[src/rtl/axi_route_pkg.sv]
// Shared types, default region boundaries and the address decode helper for the
// AXI address-routing controller.
package axi_route_pkg;

    typedef enum logic [1:0] {
        TGT_LMEM = 2'd0,
        TGT_STAR = 2'd1,
        TGT_UART = 2'd2
    } tgt_e;

    localparam logic [31:0] DEF_BOUNDARY1 = 32'h8000_0000;
    localparam logic [31:0] DEF_BOUNDARY2 = 32'hF800_0000;

    typedef enum logic {
        R_IDLE,
        R_DATA
    } rd_state_e;

    typedef enum logic [1:0] {
        W_IDLE,
        W_DATA,
        W_RESP
    } wr_state_e;

    // Unsigned compare; encoding 3 is never returned.
    function automatic tgt_e decode_tgt(input logic [31:0] addr,
                                        input logic [31:0] b1,
                                        input logic [31:0] b2);
        if (addr < b1) begin
            return TGT_LMEM;
        end else if (addr < b2) begin
            return TGT_STAR;
        end else begin
            return TGT_UART;
        end
    endfunction

endpackage

[src/rtl/axi_route_wdog.sv]
// Per-direction watchdog: counts stalled cycles while active and raises a sticky
// flag once TIMEOUT consecutive cycles pass without progress.
module axi_route_wdog #(
    parameter int unsigned TIMEOUT = 1024
) (
    input  logic clk,
    input  logic rst,
    input  logic active,
    input  logic progress,
    input  logic clr,
    output logic flag
);

    localparam logic [15:0] LIMIT = 16'(TIMEOUT - 1);

    logic [15:0] cnt_q;
    logic        hit;

    assign hit = active && !progress && (cnt_q == LIMIT);

    always_ff @(posedge clk) begin
        if (rst) begin
            cnt_q <= '0;
            flag  <= 1'b0;
        end else begin
            // Saturate at LIMIT so the flag condition stays asserted while stalled.
            if (!active || progress) begin
                cnt_q <= '0;
            end else if (cnt_q != LIMIT) begin
                cnt_q <= cnt_q + 16'd1;
            end
            if (hit) begin
                flag <= 1'b1;
            end else if (clr) begin
                flag <= 1'b0;
            end
        end
    end

endmodule

[src/rtl/axi_route_ctrl.sv]
// Routing sequencer for a 1-master / 3-slave AXI4 fabric: decodes AR/AW once per
// transaction, latches the target and gates the external channel muxes.
module axi_route_ctrl
    import axi_route_pkg::*;
#(
    parameter logic [31:0] BOUNDARY1 = DEF_BOUNDARY1,
    parameter logic [31:0] BOUNDARY2 = DEF_BOUNDARY2,
    parameter int unsigned TIMEOUT   = 1024
) (
    input  logic        aclk,
    input  logic        rst,
    input  logic        arvalid,
    input  logic        arready,
    input  logic [31:0] araddr,
    input  logic        rvalid,
    input  logic        rready,
    input  logic        rlast,
    input  logic        awvalid,
    input  logic        awready,
    input  logic [31:0] awaddr,
    input  logic [7:0]  awlen,
    input  logic        wvalid,
    input  logic        wready,
    input  logic        bvalid,
    input  logic        bready,
    input  logic        timeout_clr,
    output logic        ar_gate,
    output logic [1:0]  ar_sel,
    output logic [1:0]  r_sel,
    output logic        aw_gate,
    output logic [1:0]  aw_sel,
    output logic        w_gate,
    output logic [1:0]  w_sel,
    output logic        w_last,
    output logic        rd_busy,
    output logic        wr_busy,
    output logic        rd_timeout,
    output logic        wr_timeout
);

    rd_state_e   rd_state_q;
    wr_state_e   wr_state_q;
    tgt_e        r_sel_q;
    tgt_e        w_sel_q;
    tgt_e        ar_tgt;
    tgt_e        aw_tgt;
    logic [7:0]  beat_cnt_q;

    assign ar_tgt = decode_tgt(araddr, BOUNDARY1, BOUNDARY2);
    assign aw_tgt = decode_tgt(awaddr, BOUNDARY1, BOUNDARY2);

    always_ff @(posedge aclk) begin
        if (rst) begin
            rd_state_q <= R_IDLE;
            r_sel_q    <= TGT_LMEM;
        end else begin
            unique case (rd_state_q)
                R_IDLE: begin
                    if (arvalid && arready) begin
                        r_sel_q    <= ar_tgt;
                        rd_state_q <= R_DATA;
                    end
                end
                R_DATA: begin
                    if (rvalid && rready && rlast) begin
                        rd_state_q <= R_IDLE;
                    end
                end
                default: rd_state_q <= R_IDLE;
            endcase
        end
    end

    always_ff @(posedge aclk) begin
        if (rst) begin
            wr_state_q <= W_IDLE;
            w_sel_q    <= TGT_LMEM;
            beat_cnt_q <= '0;
        end else begin
            unique case (wr_state_q)
                W_IDLE: begin
                    if (awvalid && awready) begin
                        w_sel_q    <= aw_tgt;
                        beat_cnt_q <= awlen;
                        wr_state_q <= W_DATA;
                    end
                end
                W_DATA: begin
                    // Counter holds at zero on the final beat so it never wraps.
                    if (wvalid && wready) begin
                        if (beat_cnt_q == 8'd0) begin
                            wr_state_q <= W_RESP;
                        end else begin
                            beat_cnt_q <= beat_cnt_q - 8'd1;
                        end
                    end
                end
                W_RESP: begin
                    if (bvalid && bready) begin
                        wr_state_q <= W_IDLE;
                    end
                end
                default: wr_state_q <= W_IDLE;
            endcase
        end
    end

    assign ar_gate = (rd_state_q == R_IDLE);
    assign ar_sel  = ar_gate ? ar_tgt : r_sel_q;
    assign r_sel   = r_sel_q;
    assign rd_busy = (rd_state_q == R_DATA);

    assign aw_gate = (wr_state_q == W_IDLE);
    assign aw_sel  = aw_gate ? aw_tgt : w_sel_q;
    assign w_gate  = (wr_state_q == W_DATA);
    assign w_sel   = w_sel_q;
    assign w_last  = w_gate && (beat_cnt_q == 8'd0);
    assign wr_busy = (wr_state_q != W_IDLE);

    axi_route_wdog #(
        .TIMEOUT (TIMEOUT)
    ) u_rd_wdog (
        .clk      (aclk),
        .rst      (rst),
        .active   (rd_busy),
        .progress (rvalid && rready),
        .clr      (timeout_clr),
        .flag     (rd_timeout)
    );

    // B progress is bvalid alone: a slave offering a response is not stalled.
    axi_route_wdog #(
        .TIMEOUT (TIMEOUT)
    ) u_wr_wdog (
        .clk      (aclk),
        .rst      (rst),
        .active   (wr_busy),
        .progress ((w_gate && wvalid && wready) || ((wr_state_q == W_RESP) && bvalid)),
        .clr      (timeout_clr),
        .flag     (wr_timeout)
    );

endmodule
[config.mk]
export PLATFORM = sky130hd
export DESIGN_NAME = axi_route_ctrl
export DESIGN_NICKNAME = d
export VERILOG_FILES = /design/src/rtl/axi_route_pkg.sv /design/src/rtl/axi_route_wdog.sv /design/src/rtl/axi_route_ctrl.sv
export SDC_FILE = /design/constraint.sdc
export NUM_CORES = 1
export LEC_CHECK = 0
export ABC_AREA = 1
export BUFFER_PORTS_ARGS = -buffer_cell sky130_fd_sc_hd__clkbuf_2
export CORE_ASPECT_RATIO = 1.5
export CORE_UTILIZATION = 53
export CTS_BUF_LIST = sky130_fd_sc_hd__clkbuf_16
export CTS_CLUSTER_DIAMETER = 40
export CTS_CLUSTER_SIZE = 20
export DETAILED_ROUTE_END_ITERATION = 12
export GPL_TIMING_DRIVEN = 0
export PLACE_DENSITY = 0.86
export SYNTH_ARGS = -nofsm -noshare
export SYNTH_HDL_FRONTEND = slang
export SYNTH_SLANG_ARGS = --single-unit
[constraint.sdc]
create_clock -name aclk -period 3.39 [get_ports aclk]
set_clock_uncertainty 0.1 [all_clocks]
set_input_delay 0.5085 -clock aclk [delete_from_list [all_inputs] [get_ports aclk]]
set_output_delay 0.5085 -clock aclk [all_outputs]
set_load 0.03 [all_outputs]
# Word level (Yosys, flattened, before mapping)
# Cells that the tools add are included.
dict set report word_totals {
  register_bits 49
  inputBits 86
  output_inout_bits 16
  word_cells 82
}
dict set report op_classes {
  addsub 3
  magnitude_cmp 4
  eq_ne 11
  mux 21
  bitwise 1
  n_reduce_logical 33
}
# cell count
set ops {}
lappend ops {{$lt 32x32->1 const B} 4}
lappend ops {{$add 16x1->16 const B} 2}
lappend ops {{$eq 16x10->1 const B} 2}
lappend ops {{$ne 16x10->1 const B} 2}
lappend ops {{$mux 8} 3}
lappend ops {{$mux 2} 10}
lappend ops {{$pmux 8 s2} 1}
lappend ops {{$logic_and 1x1->1} 14}
lappend ops {{$logic_not 8->1} 1}
lappend ops {{$reduce_and 4->1} 2}
lappend ops {{$reduce_bool 2->1} 4}
lappend ops {{$sub 8x1->8 const B} 1}
lappend ops {{$ne 2x1->1 const B} 3}
lappend ops {{$pmux 2 s3} 1}
lappend ops {{$mux 1} 5}
lappend ops {{$logic_not 1->1} 4}
lappend ops {{$ne 2x2->1 const B} 2}
lappend ops {{$reduce_and 2->1} 2}
lappend ops {{$reduce_or 2->1} 2}
lappend ops {{$logic_or 1x1->1} 3}
lappend ops {{$eq 2x1->1 const B} 1}
lappend ops {{$eq 2x2->1 const B} 1}
lappend ops {{$logic_not 2->1} 1}
lappend ops {{$pmux 1 s2} 1}
lappend ops {{$not 1->1} 1}

# Longest topological paths before layout
dict set report depth {
  ltp_word 8
  mapped_depth 9
  mapped_depth_nobuf 9
}

# Hierarchy
# A second synthesis with hierarchy kept.
dict set report hier_totals {
  hier_cells 440
  area_unflattened_um2 2942.8
}
# mod n_inst cells_each area_each_um2 seq_area_each_um2
set modules_own_cells {}
lappend modules_own_cells {axi_route_wdog 2 141 963.4 340.3}
lappend modules_own_cells {axi_route_ctrl 1 158 1016.0 300.3}

# Least setup slack after synthesis
# Ideal clock, no wire load.
dict set report synth_timing {
  path_kind {flip-flop to output port}
  from {register wr_state_q[1]}
  to {output aw_sel[0]}
  t_arrival_ps 1759
  required_ps 2782
  path_slack_ps 1022
  path_stages_with_launch 4
  n_path_buf 0
  cell_sequence {dfxtp_1 > nor2_2 > inv_1 > o21ai_0}
}
dict set report synth_via {
  elab_chain_cells 2
}
# element line
set synth_lines {}
lappend synth_lines {{from (decl)} axi_route_ctrl.sv:42} ;# wr_state_e wr_state_q;
lappend synth_lines {{from (signal assigned)} axi_route_ctrl.sv:76} ;# wr_state_q <= W_IDLE;
lappend synth_lines {{from (signal assigned)} axi_route_ctrl.sv:85} ;# wr_state_q <= W_DATA;
lappend synth_lines {{from (signal assigned)} axi_route_ctrl.sv:92} ;# wr_state_q <= W_RESP;
lappend synth_lines {{$logic_not 2->1} axi_route_ctrl.sv:113} ;# assign aw_gate = (wr_state_q == W_IDLE);
lappend synth_lines {{via aw_gate} axi_route_ctrl.sv:30} ;# output logic aw_gate,
lappend synth_lines {{$mux 2} axi_route_ctrl.sv:114} ;# assign aw_sel = aw_gate ? aw_tgt : w_sel_q;
lappend synth_lines {{to (decl)} axi_route_ctrl.sv:31} ;# output logic [1:0] aw_sel,
# The timed path passes the listed nets, and every way through them passes these cells.

# Worst setup path in the final report
dict set report layout_timing {
  from {register beat_cnt_q[0]}
  to {output w_last}
}
dict set report layout_via {
  elab_chain_cells 2
}
# element line
set layout_lines {}
lappend layout_lines {{from (decl)} axi_route_ctrl.sv:47} ;# logic [7:0] beat_cnt_q;
lappend layout_lines {{from (signal assigned)} axi_route_ctrl.sv:84} ;# beat_cnt_q <= awlen;
lappend layout_lines {{from (signal assigned)} axi_route_ctrl.sv:94} ;# beat_cnt_q <= beat_cnt_q - 8'd1;
lappend layout_lines {{$logic_not 8->1} axi_route_ctrl.sv:117} ;# assign w_last = w_gate && (beat_cnt_q == 8'd0);
lappend layout_lines {{$logic_and 1x1->1} axi_route_ctrl.sv:117}
lappend layout_lines {{to (decl)} axi_route_ctrl.sv:34} ;# output logic w_last,
# Every way passes these cells.

==> results.md <==
- The layout-stage area growth over the synthesis result is 15.8%.
- The switching share of power is 0.299.
- The synthesized design contains 0 enable-type register cells.
- Max-cap violations in this run came to 0.
- The number of buffers created by CTS is 5.
- The number of post-CTS setup repair buffers is 0.
- The share of power burned in combinational logic is 0.206.
- The shortest clock period the worst path allows after layout is 2.17 ns.
- The global-route met2 utilization is 0.457.
- Counting along the longest clock path gives a buffer depth of 2.
- The weighted congestion at the end of routability-driven global placement is 1.01.
- In this run the count of I/O pins placed on the die edge is 102.
- The minimum setup slack among reg-to-reg paths is 1.77 ns.
- The final layout contains between 500 and 600 nets.
- The synthesized design contains 49 register bits.
- Before CTS, the worst setup slack after placement is 1.52 ns.
- The type of the worst min-delay path is flip-flop to flip-flop.
- The critical path required time is 2.78 ns.
- Of all flip-flops after synthesis, the portion carrying an async set or reset was 0.
- Based on the critical path, the design can be clocked at up to 462 MHz.
- Of the total power, the clock network draws 0.343.
- The met3 routing resource usage after global routing is 0.0451.
- The floorplan step defined a die boundary enclosing 5710 um2.
- The post-synthesis instance area is 2860 um2.
- The average wire per cell in the routed design is about 12 um.
- The clock network latency to the later pin of the worst-skew pair is 0.28 ns.
- The flip-flop cell with the highest count after synthesis is sky130_fd_sc_hd__dfxtp_1.
- The top fanout value on the critical path is 3.
- The internal power of the cells is 0.961 mW.
- The top cell types in the final layout, fill and taps aside, are 91 x sky130_fd_sc_hd__nand2_1, 49 x sky130_fd_sc_hd__dfxtp_1, 46 x sky130_fd_sc_hd__clkbuf_2, 44 x sky130_fd_sc_hd__inv_1, 39 x sky130_fd_sc_hd__nand3_1.
- The post-cts hold buffer count is 0.
- In this run the clock root is driven by a sky130_fd_sc_hd__clkbuf_16.
- The global router's overall resource usage is 0.258.
- The starting utilization of the core area is 0.555.
- The final max-slew violation count is 0.
- The standard cell core area is ~5200 um2.
- The initial antenna violation count is 0.
- Post-CTS repair changed the size of 0 cells.
- The antenna diode count is 0.
- For this run the aggregate overflow at the end of global routing stands at 0.
- The tightest slew margin relative to the limit is 0.766.
- After detailed routing, the number of remaining DRC violations is 0.
- The initialized floorplan defines 32 standard-cell rows.
- VDD sags by at most 0.256 mV.
- For this run, the register share of the synthesized area comes to 0.343.
- The average vias per placed instance is 5.41.
- The net count after synthesis is about 500.
- The number of placed instances with taps included is 527.
- The share of total power dissipated in sequential elements is 0.451.
- The routing usage on met1 is 0.274.
- The analysis attributes to net switching a power of 0.410 mW.
- For this design the static power due to leakage is 1.37 nW.
- The setup slack after layout is 1.22 ns.
- Before antenna repair, the detailed router went through 5 iterations.
- The clock-pin slew on the worst setup and hold paths is 0.06 ns.
- The total negative slack is 0 ns.
- The layer flagged by global routing as most heavily used is met2.
- The clock drives 49 sinks.
- Of the cells placed in the final design, the portion with a size suffix greater than 1 is 0.248.
- The pin count of the biggest net entering global routing is 15.
- STA classifies the critical path endpoint as an output port.
- The slew at the pin closest to its max-slew limit is roughly 0.35 ns.
- The count of routing violations after the opening detailed-route iteration is 171.
- In the finished design, the share of the clock period the worst path needs comes to 0.639.
- The number of vias after detailed routing is 2,893.
- The most common cell after layout, fill and taps aside is sky130_fd_sc_hd__nand2_1.
- The flow ran to the end, and the final reports show no timing, DRC or antenna violations.
- STA puts the critical path data arrival time at between 1.5 and 2 ns.
- The post-layout total power is 1.37 mW.
- The setup path with the least slack is of type flip-flop to output port.
- The final count of negative-setup-slack endpoints is 0.
- The H-tree level count is 2.
- The die is roughly 90 um tall.
- The total count of hold-check failures in the final report is 0.
- Setup repair after global routing left no endpoint under its margin.
- The detailed-placement wirelength estimate is 5220 um.
- The number of standard cells in the final layout excluding fillers is 535.
- Measured along the x axis, the die boundary spans between 60 and 70 um.
- The first global-routing pass estimated 11,300 um of wire.
- TritonCTS built the clock tree.
- The count of warnings emitted by yosys is 0.
- The number of global-route vias before repair is 2,800.
- Port buffering added 46 buffers.
- The count of nets left with antenna violations once routing finished came out at 0.
- The power per cell area is 413 nW/um2.
- The number of distinct standard cells referenced by the synthesized netlist is 35.
- Synthesis handed over a netlist of about 410 instances.
- The synthesized area divided by synthesized cell count is 6.93 um2.
- For this block, the routed nets add up to 6650 um of wire.
- STA classifies the critical path startpoint as a flip-flop.
==> power groups by stage <==
stage / sequential [mW] / combinational (mW) / clock, mW
final: 0.619 / 0.283 / 0.470
after global routing: 0.622 / 0.315 / 0.504
after CTS: 0.619 / 0.283 / 0.482
after detailed placement: 0.632 / 0.281 / 0
after global placement: 0.631 / 0.274 / 0
after floorplan: 0.637 / 0.202 / 0
==> worst paths after layout <==
| check | cells past startpoint | startpoint | end |
|---|---|---|---|
| max reg2reg | 9 | u_wr_wdog.cnt_q[0] | u_wr_wdog.cnt_q[9] |
| min | 2 | u_rd_wdog.cnt_q[15] | u_rd_wdog.cnt_q[15] |
| max | 7 | beat_cnt_q[0] | w_last |
| min reg2reg | 2 | u_rd_wdog.cnt_q[15] | u_rd_wdog.cnt_q[15] |
==> cells in the mapped netlist (4+ instances only) <==
cell	number	share of area
sky130_fd_sc_hd__a31oi_1	7	0.015
sky130_fd_sc_hd__nand2_2	6	0.013
sky130_fd_sc_hd__a21oi_2	5	0.015
sky130_fd_sc_hd__nand3_1	39	0.068
sky130_fd_sc_hd__or2_2	4	0.0087
sky130_fd_sc_hd__a21oi_1	27	0.047
sky130_fd_sc_hd__nor2_1	30	0.039
sky130_fd_sc_hd__nand4_1	13	0.028
sky130_fd_sc_hd__nand2_1	91	0.12
sky130_fd_sc_hd__inv_2	12	0.016
sky130_fd_sc_hd__or2_0	4	0.0087
sky130_fd_sc_hd__nor2_4	7	0.028
sky130_fd_sc_hd__nor3_1	7	0.012
sky130_fd_sc_hd__buf_2	4	0.0070
sky130_fd_sc_hd__nor2_2	9	0.020
sky130_fd_sc_hd__o21ai_0	14	0.024
sky130_fd_sc_hd__o21ai_1	10	0.017
sky130_fd_sc_hd__dfxtp_1	49	0.34
sky130_fd_sc_hd__nand3_2	7	0.024
sky130_fd_sc_hd__ha_1	4	0.017
sky130_fd_sc_hd__inv_1	44	0.058
==> layout make-up <==
type                            count  area, um2
Timing Repair Buffer               46        230
Multi-Input combinational cell    301       1630
Tap cell                           68       85.1
Buffer                              6       38.8
Sequential cell                    49        981
Clock inverter                      3       12.5
Clock buffer                        5        125
Fill cell                         472       1850
Inverter                           57        215
==> registers in the layout, indices dropped and copies added (netlist names) <==
signal,count
wr_state_q,2
beat_cnt_q,8
u_wr_wdog.cnt_q,16
u_rd_wdog.cnt_q,16
rd_busy,1
u_wr_wdog.flag,1
u_rd_wdog.flag,1
w_sel,2
r_sel,2
==> critical path: stages, from the launching register on <==
cell                       delay (ns)
sky130_fd_sc_hd__dfxtp_1         0.32
sky130_fd_sc_hd__inv_1           0.11
sky130_fd_sc_hd__ha_1            0.16
sky130_fd_sc_hd__nand3_1         0.17
sky130_fd_sc_hd__nor2_8          0.19
sky130_fd_sc_hd__nand2_4         0.08
sky130_fd_sc_hd__inv_2           0.06
sky130_fd_sc_hd__clkbuf_2        0.19
==> per-layer routing <==
| metal | wire (um) | share of wire | vias to the layer above |
|---|---|---|---|
| met5 | 0 | 0 | - |
| met4 | 204 | 0.031 | 0 |
| met3 | 322 | 0.048 | 17 |
| met2 | 3410 | 0.51 | 92 |
| met1 | 2710 | 0.41 | 1325 |
| li1 | - | - | 1459 |
==> through the flow <==
stage                     hold slack [ns]  cell area, um2   util
after floorplan                     0.338            2860      -
after global placement              0.347            3180  0.616
after detailed placement            0.350            3180  0.616
after CTS                           0.353            3320  0.642
after global routing                0.362            3320  0.642
final                               0.361            3320  0.642
==> logic make-up (layout without fill, tap and decap cells) <==
family | Yosys count | after routing | synth area share
compound gates | 67 | 67 | 0.133
xor+xnor | 4 | 4 | 0.0122
fa+ha+maj | 4 | 4 | 0.0175
buf+inv | 63 | 117 | 0.0887
flops | 49 | 49 | 0.343
simple gates | 226 | 226 | 0.406
(Power assumes the default switching activity.)
